==> src/rtl/subtractor_pkg.sv <==
// Shared definitions for the multi-precision subtractor slice.
// Holds the sequencer state encoding, the default slice geometry shared with
// the parallel subtractor, and the signed-overflow rule for the full-width
// result.
package subtractor_pkg;

    // Default slice width and slice count.
    localparam int SIZE_DEFAULT  = 4;
    localparam int WORDS_DEFAULT = 4;

    typedef enum logic [1:0] {
        S_IDLE = 2'd0,
        S_RUN  = 2'd1,
        S_DONE = 2'd2
    } state_e;

    // Signed overflow of a - b: the operands differ in sign and the result
    // sign differs from the minuend sign.
    function automatic logic calc_ovf(input logic a_msb,
                                      input logic b_msb,
                                      input logic d_msb);
        return (a_msb ^ b_msb) & (a_msb ^ d_msb);
    endfunction

endpackage

==> src/rtl/signed_four_bit_subtractor.sv <==
// SIZE-bit ripple-borrow parallel subtractor (purely combinational).
// Ports:
//   a, b  : SIZE-bit minuend / subtrahend slice
//   bin   : borrow into bit 0
//   diff  : a - b - bin modulo 2^SIZE
//   bout  : borrow out of the MSB
module signed_four_bit_subtractor
    import subtractor_pkg::*;
#(
    parameter int SIZE = SIZE_DEFAULT
) (
    input  logic [SIZE-1:0] a,
    input  logic [SIZE-1:0] b,
    input  logic            bin,
    output logic [SIZE-1:0] diff,
    output logic            bout
);

    logic borrow_chain;

    always_comb begin
        diff         = '0;
        borrow_chain = bin;
        for (int i = 0; i < SIZE; i++) begin
            diff[i]      = a[i] ^ b[i] ^ borrow_chain;
            // Borrow when a<b at this bit, or equal bits with an incoming borrow.
            borrow_chain = (~a[i] & b[i]) | (~(a[i] ^ b[i]) & borrow_chain);
        end
        bout = borrow_chain;
    end

endmodule

==> src/rtl/multiword_subtract_sequencer.sv <==
// Multi-precision subtractor front end. Captures a W-bit operand pair plus
// borrow-in, then walks the SIZE-bit slice subtractor across WORDS slices,
// LSB slice first, carrying the borrow between slices in a register. The
// result (difference, final borrow, signed overflow) is held until taken.
//
// Handshakes: a transfer happens on a rising clk edge where valid and ready
// are both high; valid, once raised, holds its payload until that edge.
// in_ready is high only in IDLE and never while rst is high. out_valid is high
// only in DONE, with diff/bout/ovf stable for the whole time it is high.
//
// Ports:
//   clk, rst            : clock, asynchronous active-high reset
//   in_valid/in_ready   : operand handshake carrying a, b, bin
//   out_valid/out_ready : result handshake carrying diff, bout, ovf
//   busy                : high in RUN or DONE
//   state_dbg           : current FSM state
//   borrow_dbg          : inter-slice borrow register
module multiword_subtract_sequencer
    import subtractor_pkg::*;
#(
    parameter  int SIZE  = SIZE_DEFAULT,
    parameter  int WORDS = WORDS_DEFAULT,
    localparam int W     = SIZE * WORDS
) (
    input  logic         clk,
    input  logic         rst,
    input  logic         in_valid,
    output logic         in_ready,
    input  logic [W-1:0] a,
    input  logic [W-1:0] b,
    input  logic         bin,
    output logic         out_valid,
    input  logic         out_ready,
    output logic [W-1:0] diff,
    output logic         bout,
    output logic         ovf,
    output logic         busy,
    output state_e       state_dbg,
    output logic         borrow_dbg
);

    localparam int IDX_W = $clog2(WORDS);
    localparam logic [IDX_W-1:0] LAST_IDX = IDX_W'(WORDS - 1);

    state_e           state_q,  state_d;
    logic [IDX_W-1:0] idx_q,    idx_d;
    logic [W-1:0]     a_q,      a_d;
    logic [W-1:0]     b_q,      b_d;
    logic             borrow_q, borrow_d;
    logic [W-1:0]     diff_q,   diff_d;
    logic             bout_q,   bout_d;
    logic             ovf_q,    ovf_d;

    logic [SIZE-1:0]  slice_a;
    logic [SIZE-1:0]  slice_b;
    logic [SIZE-1:0]  slice_diff;
    logic             slice_bout;

    assign slice_a = a_q[idx_q*SIZE +: SIZE];
    assign slice_b = b_q[idx_q*SIZE +: SIZE];

    signed_four_bit_subtractor #(.SIZE(SIZE)) u_slice (
        .a    (slice_a),
        .b    (slice_b),
        .bin  (borrow_q),
        .diff (slice_diff),
        .bout (slice_bout)
    );

    always_comb begin
        state_d  = state_q;
        idx_d    = idx_q;
        a_d      = a_q;
        b_d      = b_q;
        borrow_d = borrow_q;
        diff_d   = diff_q;
        bout_d   = bout_q;
        ovf_d    = ovf_q;
        case (state_q)
            S_IDLE: begin
                if (in_valid) begin
                    a_d      = a;
                    b_d      = b;
                    borrow_d = bin;
                    idx_d    = '0;
                    state_d  = S_RUN;
                end
            end
            S_RUN: begin
                diff_d[idx_q*SIZE +: SIZE] = slice_diff;
                borrow_d = slice_bout;
                if (idx_q == LAST_IDX) begin
                    // The MSB slice result is being written now, so the
                    // overflow uses the fresh slice MSB rather than diff_q.
                    bout_d  = slice_bout;
                    ovf_d   = calc_ovf(a_q[W-1], b_q[W-1], slice_diff[SIZE-1]);
                    idx_d   = '0;
                    state_d = S_DONE;
                end else begin
                    idx_d = idx_q + 1'b1;
                end
            end
            S_DONE: begin
                if (out_ready) begin
                    state_d = S_IDLE;
                end
            end
            default: state_d = S_IDLE;
        endcase
    end

    always_ff @(posedge clk or posedge rst) begin
        if (rst) begin
            state_q  <= S_IDLE;
            idx_q    <= '0;
            a_q      <= '0;
            b_q      <= '0;
            borrow_q <= 1'b0;
            diff_q   <= '0;
            bout_q   <= 1'b0;
            ovf_q    <= 1'b0;
        end else begin
            state_q  <= state_d;
            idx_q    <= idx_d;
            a_q      <= a_d;
            b_q      <= b_d;
            borrow_q <= borrow_d;
            diff_q   <= diff_d;
            bout_q   <= bout_d;
            ovf_q    <= ovf_d;
        end
    end

    // Status outputs decode directly from the state register.
    assign in_ready   = (state_q == S_IDLE) && !rst;
    assign out_valid  = (state_q == S_DONE);
    assign busy       = (state_q != S_IDLE);
    assign diff       = diff_q;
    assign bout       = bout_q;
    assign ovf        = ovf_q;
    assign state_dbg  = state_q;
    assign borrow_dbg = borrow_q;

endmodule
==> config.mk <==
export PLATFORM = sky130hd
export DESIGN_NAME = multiword_subtract_sequencer
export DESIGN_NICKNAME = d
export VERILOG_FILES = /design/src/rtl/subtractor_pkg.sv /design/src/rtl/signed_four_bit_subtractor.sv /design/src/rtl/multiword_subtract_sequencer.sv
export SDC_FILE = /design/constraint.sdc
export NUM_CORES = 1
export LEC_CHECK = 0
export CORE_MARGIN = 2
export CORE_UTILIZATION = 53
export DETAILED_ROUTE_END_ITERATION = 8
export PLACE_DENSITY = 0.84
export RECOVER_POWER = 100
export SETUP_SLACK_MARGIN = 0.15
export SYNTH_ARGS = -nofsm -noshare
export SYNTH_HDL_FRONTEND = slang
export SYNTH_SLANG_ARGS = --single-unit
==> constraint.sdc <==
create_clock -name clk -period 9.4 [get_ports clk]
set_clock_uncertainty 0.15 [all_clocks]
set_input_delay 1.41 -clock clk [delete_from_list [all_inputs] [get_ports clk]]
set_output_delay 1.41 -clock clk [all_outputs]
set_load 0.005 [all_outputs]
---- Yosys cells after proc, flatten, opt, wreduce, memory -nomap -nowiden ----
Index checks and enable logic that the tools add are counted.
word-level totals
  bits in registers ....................... 55
cells by class
  $add $sub $neg .......................... 2
  equality and inequality tests ........... 6
  shift operators ......................... 4
  multiplexer cells ....................... 10
  bitwise gates (word level) .............. 31
  reductions and logical operators ........ 9
operator list
  cell                                                    count
  negation 4 -> 34 bit                                    1
  variable shift 4 x 34 -> 16 bit (first input constant)  1
  variable part select 4 x 34 -> 16 bit                   1
  variable part select 16 x 5 -> 4 bit                    2
  bitwise mux 16 bit                                      1
  2-to-1 mux 2 bit                                        5
  bitwise XOR 1 bit                                       10
  bitwise AND 1 bit                                       9
  inverter 1 bit                                          8
  one-hot mux 2 bit (3 select lines)                      1
  AND reduction 2 bit                                     3
  == test 2 bit (second input constant)                   2
  != test 2 bit (second input constant)                   2
  OR 1 bit                                                4
  one-hot mux 2 bit (2 select lines)                      1
  nonzero test 2 bit                                      2
  AND reduction 3 bit                                     1
  adder 2 x 1 -> 2 bit (second input constant)            1
  == test 2 x 1 -> 1 bit (second input constant)          1
  zero test 2 bit                                         1
  != test 2 x 1 -> 1 bit (second input constant)          1
  one-hot mux 1 bit (2 select lines)                      1
  logical AND 1 bit                                       1
  zero test 1 bit                                         1
  2-to-1 mux 1 bit                                        1

---- Longest topological paths before layout ----
  depth in word-level cells ............... 12
  gate-level depth with buffers ........... 12
  gate-level depth less buffers ........... 11

---- Hierarchy ----
Synthesis repeated with hierarchy kept, for this count alone.
second synthesis, totals
  cells, all modules ...................... 189
  area total of the unflattened synthesis .. 2,718.9 µm²
by module, submodules not included
  module                        times used  cells an instance  area an instance (µm²)  seq. area each (µm²)
  multiword_subtract_sequencer  1           175                2,601.2                 1,376.3
  signed_four_bit_subtractor    1           14                 117.6                   0.0

---- Least setup slack after synthesis ----
No wires, ideal clock.
  kind .................................... register to register
  from .................................... register idx_q[0]
  to ...................................... register ovf_q, in the netlist ovf
  library setup time ...................... 125 ps
  arrival time ............................ 3,094 ps
  data required time ...................... 9,125 ps
  path slack .............................. 6,032 ps
  cell stages (with the launch flop) ...... 11
  path through ............................ dfrtp_1 -> buf_2 -> buf_2 -> mux4_2 -> fa_1 -> fa_1 -> inv_1 -> fa_1 -> nand2_1 -> o22ai_1 -> mux2_2
on the way
  longest elaborated chain between the ends .. 12
RTL lines
  element                                                         RTL line                                                                RTL
  start: declaration                                              multiword_subtract_sequencer.sv:46                                      logic [IDX_W-1:0] idx_q, idx_d;
  start signal: assignment                                        multiword_subtract_sequencer.sv:124                                     idx_q <= idx_d;
  variable part select 16 x 5 -> 4 bit, on equally long branches  multiword_subtract_sequencer.sv:59, multiword_subtract_sequencer.sv:60
  bitwise XOR 1 bit                                               signed_four_bit_subtractor.sv:27                                        borrow_chain = (~a[i] & b[i]) | (~(a[i] ^ b[i]) & borrow_chain);
  inverter 1 bit                                                  signed_four_bit_subtractor.sv:27
  bitwise AND 1 bit                                               signed_four_bit_subtractor.sv:27
  OR 1 bit                                                        signed_four_bit_subtractor.sv:27
  bitwise AND 1 bit                                               signed_four_bit_subtractor.sv:27
  OR 1 bit                                                        signed_four_bit_subtractor.sv:27
  bitwise AND 1 bit                                               signed_four_bit_subtractor.sv:27
  OR 1 bit                                                        signed_four_bit_subtractor.sv:27
  bitwise XOR 1 bit                                               signed_four_bit_subtractor.sv:25                                        diff[i] = a[i] ^ b[i] ^ borrow_chain;
  bitwise XOR 1 bit                                               subtractor_pkg.sv:22                                                    return (a_msb ^ b_msb) & (a_msb ^ d_msb);
  bitwise AND 1 bit                                               subtractor_pkg.sv:22
  end signal: assignment                                          multiword_subtract_sequencer.sv:130                                     ovf_q <= ovf_d;
  end: declaration                                                multiword_subtract_sequencer.sv:52                                      logic ovf_q, ovf_d;
Parallel ways exist; a longest one is shown, timed or not.
A chain may end at the register's enable or synchronous reset.

---- Final worst setup path ----
  from .................................... input in_valid
  to ...................................... register a_q[11]
on the way
  longest elaborated chain between the ends .. 1
RTL lines
  element                        RTL line                             RTL
  start: declaration             multiword_subtract_sequencer.sv:27   input logic in_valid,
  AND reduction 2 bit (no line)  -
  end signal: assignment         multiword_subtract_sequencer.sv:116  a_q <= '0;
  end signal: assignment         multiword_subtract_sequencer.sv:125  a_q <= a_d;
  end: declaration               multiword_subtract_sequencer.sv:47   logic [W-1:0] a_q, a_d;
No other way between the ends.

==> results.py <==
metrics = {
    "final_layout": {
        "final_util_pct": 69.8,
        "diodes": 0,
        "final_net_count": 293,
        "share_of_final_layout_standard_cells_stronger_than_drive_strength_1_pct": 20.3,
        "area_delta_synth_final_pct": 26.6,
    },
    "synthesis": {
        "yosysUniqueCellTypes": 30,
        "synthDominantAreaCellType": "sky130_fd_sc_hd__dfrtp_1",
        "synth_fp_nets": 234,
        "async_reset_ff_share_pct": 100,
        "synth_sequential_area_ratio_pct": 52.8,
        "synth_enable_flop_cells": 0,
        "postSynthAreaPerCell_um2": 13.9,
        "netlist_top_cells_count": "sky130_fd_sc_hd__dfrtp_1 (55), sky130_fd_sc_hd__mux2_2 (32), sky130_fd_sc_hd__nand2_1 (20)",
        "syn_area_um2": 2600,
        "synthesized_flop_and_latch_total": 55,
        "synthDominantCellAreaShare_pct": 52.8,
        "synthesis.yosys.warnings": 0,
        "synth_most_common_cell": "sky130_fd_sc_hd__dfrtp_1",
        "synth_flop_cell": "sky130_fd_sc_hd__dfrtp_1",
        "synth_top_cells_by_area": "sky130_fd_sc_hd__dfrtp_1 (53%), sky130_fd_sc_hd__mux2_2 (14%), sky130_fd_sc_hd__mux4_2 (6.9%)",
        "syn_inst": 187,
    },
    "flow_run": {
        "max_cap_viol_count": 2,
    },
    "timing": {
        "timing_hold_violations_final": 0,
        "worst_slack_ps": 5180,
        "finalMaxSlewViolations": 89,
        "tightestPinTransition_ps": 2390,
        "setup_total_negative_slack_ps": 0,
        "timing.final.setup_violations": 0,
        "final_period_minus_worst_setup_slack_ps": 4220,
        "timing.max_slew.rel_slack_pct": -60.2,
        "rsz0062_at_grt": "false",
        "final.hold.worst_slack_ps": 324,
        "final_worst_path_period_share_pct": 44.9,
        "max_freq_mhz": 237,
    },
    "clocking": {
        "ctsRootBufferMaster": "sky130_fd_sc_hd__clkbuf_8",
        "post_cts_hold_buffer_count": 0,
        "numClockSinks": 55,
        "tritoncts": "done",
        "clock_insertion_delay_worst_skew_ps": 300,
        "cts_resized": 0,
        "cts_buffer_depth": 2,
        "number_of_cts_inserted_buffers": 5,
        "clk_transition_reported_paths_ps": 90,
        "number_of_h_tree_levels": 2,
        "cts_setup_buffers": 0,
    },
    "power_and_ir_drop": {
        "totalPowerFinal_mw": 1.13,
        "leakagePower_nw": 1.45,
        "power_density_nw_per_um2": 344,
        "peakVddDrop_mv": 0.185,
    },
    "run_status": {
        "failed_checks": "max-capacitance violations, max-slew violations",
        "status": "complete, but fails checks",
    },
    "routing": {
        "viasPerCell": 5.30,
        "route.antenna.remaining_nets": 0,
        "drt_pre_antenna_iters": 4,
        "wl_mm": 4.73,
        "avgRoutedWirePerCell_um": 15.1,
        "first_iter_violations": 75,
        "drc_errors": 0,
        "detailroute.via_count": 1658,
    },
    "floorplanning": {
        "die_height_um": 74.1,
        "fp-row-count": 25,
        "die-area_um2": 5490,
        "die_w_um": 74.1,
        "initial_utilization_pct": 55.2,
        "pin_count": 61,
        "core-area_um2": 4720,
    },
    "setup_path": {
        "critical_path_arrival_ps": 4270,
        "critical_path.startpoint_type": "input pin",
        "worstPathMaxFanout": 32,
        "worstSetupEndpointType": "flop",
        "path_type_of_the_worst_setup_path": "input pin to flop",
        "worst_ep_required_time_ps": 9440,
    },
    "worst_hold_path": {
        "hp-class": "flop to flop",
    },
    "placed_design": {
        "dpl.hpwl_mm": 3.53,
        "globalplace.congestion": 0.805,
        "io_buffers": 60,
        "place_worst_setup_slack_ps": 5370,
    },
    "global_route": {
        "grt_antenna_before_repair": 0,
        "first_global_vias": 1657,
        "global_route.overflow_total": 0,
        "grt_start_max_net_pins": 56,
        "global_route_total_usage_across_every_layer_pct": 19.1,
        "first_pass_grt_wire_length_mm": 7.89,
    },
}
metal layers:
layer	GRT usage, %	share of wire (%)
met2	31.2	51
met3	3.66	3.8
met5	0	0
met4	4.85	1.1
met1	26.8	44
worst max-delay path, stage by stage:
cell and delay [ps]:
sky130_fd_sc_hd__dlygate4sd3_1 570, sky130_fd_sc_hd__inv_1 50, sky130_fd_sc_hd__nor2_1 1750, sky130_fd_sc_hd__mux2_2 470
metrics by stage:
step / area (um^2) / instances
2_1_floorplan: 2610 / 187
6_report: 3300 / 313
3_3_place_gp: 3230 / 306
4_1_cts: 3310 / 313
3_5_place_dp: 3230 / 306
5_1_grt: 3300 / 313
flip-flops by register name, summed over array words and instances (netlist names):
name        count
idx_q           2
diff           16
bout            1
a_q            16
ovf             1
state_dbg       2
borrow_dbg      1
b_q            16
cell type report:
type | instances | area, um^2
Fill cell | 328 | 1430
Inverter | 10 | 37.5
Sequential cell | 55 | 1380
Timing Repair Buffer | 60 | 601
Clock inverter | 1 | 5.00
Tap cell | 67 | 83.8
Multi-Input combinational cell | 114 | 1110
Clock buffer | 6 | 82.6
cells in the final DEF (no fill, tap or decap), types with 2 or more instances in the layout:
master / Yosys / final
sky130_fd_sc_hd__ha_1: 6 / 6
sky130_fd_sc_hd__nor2b_1: 4 / 4
sky130_fd_sc_hd__nand2_1: 20 / 20
sky130_fd_sc_hd__dfrtp_1: 55 / 55
sky130_fd_sc_hd__clkbuf_8: 0 / 6
sky130_fd_sc_hd__o21ai_0: 1 / 3
sky130_fd_sc_hd__nand2b_1: 5 / 5
sky130_fd_sc_hd__mux2_1: 2 / 2
sky130_fd_sc_hd__inv_1: 10 / 10
sky130_fd_sc_hd__nor2_1: 2 / 3
sky130_fd_sc_hd__a22o_1: 4 / 4
sky130_fd_sc_hd__o41ai_1: 6 / 6
sky130_fd_sc_hd__clkdlybuf4s50_1: 0 / 34
sky130_fd_sc_hd__mux4_2: 8 / 8
sky130_fd_sc_hd__dlygate4sd3_1: 0 / 26
sky130_fd_sc_hd__fa_1: 4 / 4
sky130_fd_sc_hd__mux2_2: 32 / 32
sky130_fd_sc_hd__nand3b_1: 3 / 3
sky130_fd_sc_hd__o31ai_1: 6 / 6
report_power, final:
group / internal, mW / leakage [nW] / switching, mW
registers: 0.343 / 0.682 / 0.0869
clock network: 0.0580 / 0.0470 / 0.0713
logic: 0.307 / 0.720 / 0.269
final timing paths:
kind | from | endpoint | slack [ps] | cells after the start
min reg2reg | diff[14]$_DFFE_PP0P_ | diff[14]$_DFFE_PP0P_ | 320 | 2
max in group asynchronous | rst | idx_q[0]$_DFFE_PP0P_ | 5820 | 2
max | in_valid | a_q[11]$_DFFE_PP0P_ | 5180 | 4
min in group asynchronous | rst | bout$_DFFE_PP0P_ | 2100 | 2
max reg2reg | idx_q[0]$_DFFE_PP0P_ | ovf$_DFFE_PP0P_ | 5610 | 11
min | diff[14]$_DFFE_PP0P_ | diff[14]$_DFFE_PP0P_ | 320 | 2
cells by family after synthesis:
| family | count (synthesis) | synth area share (%) |
|---|---|---|
| DFF | 55 | 52.8 |
| muxes | 42 | 21.6 |
| and+or+nand+nor | 39 | 8.60 |
| AOI/OAI and AO/OA | 23 | 7.16 |
| buffers and inverters | 18 | 3.84 |
| adders and majority gates | 10 | 5.96 |
No activity file was read; power rests on OpenSTA's default activity.
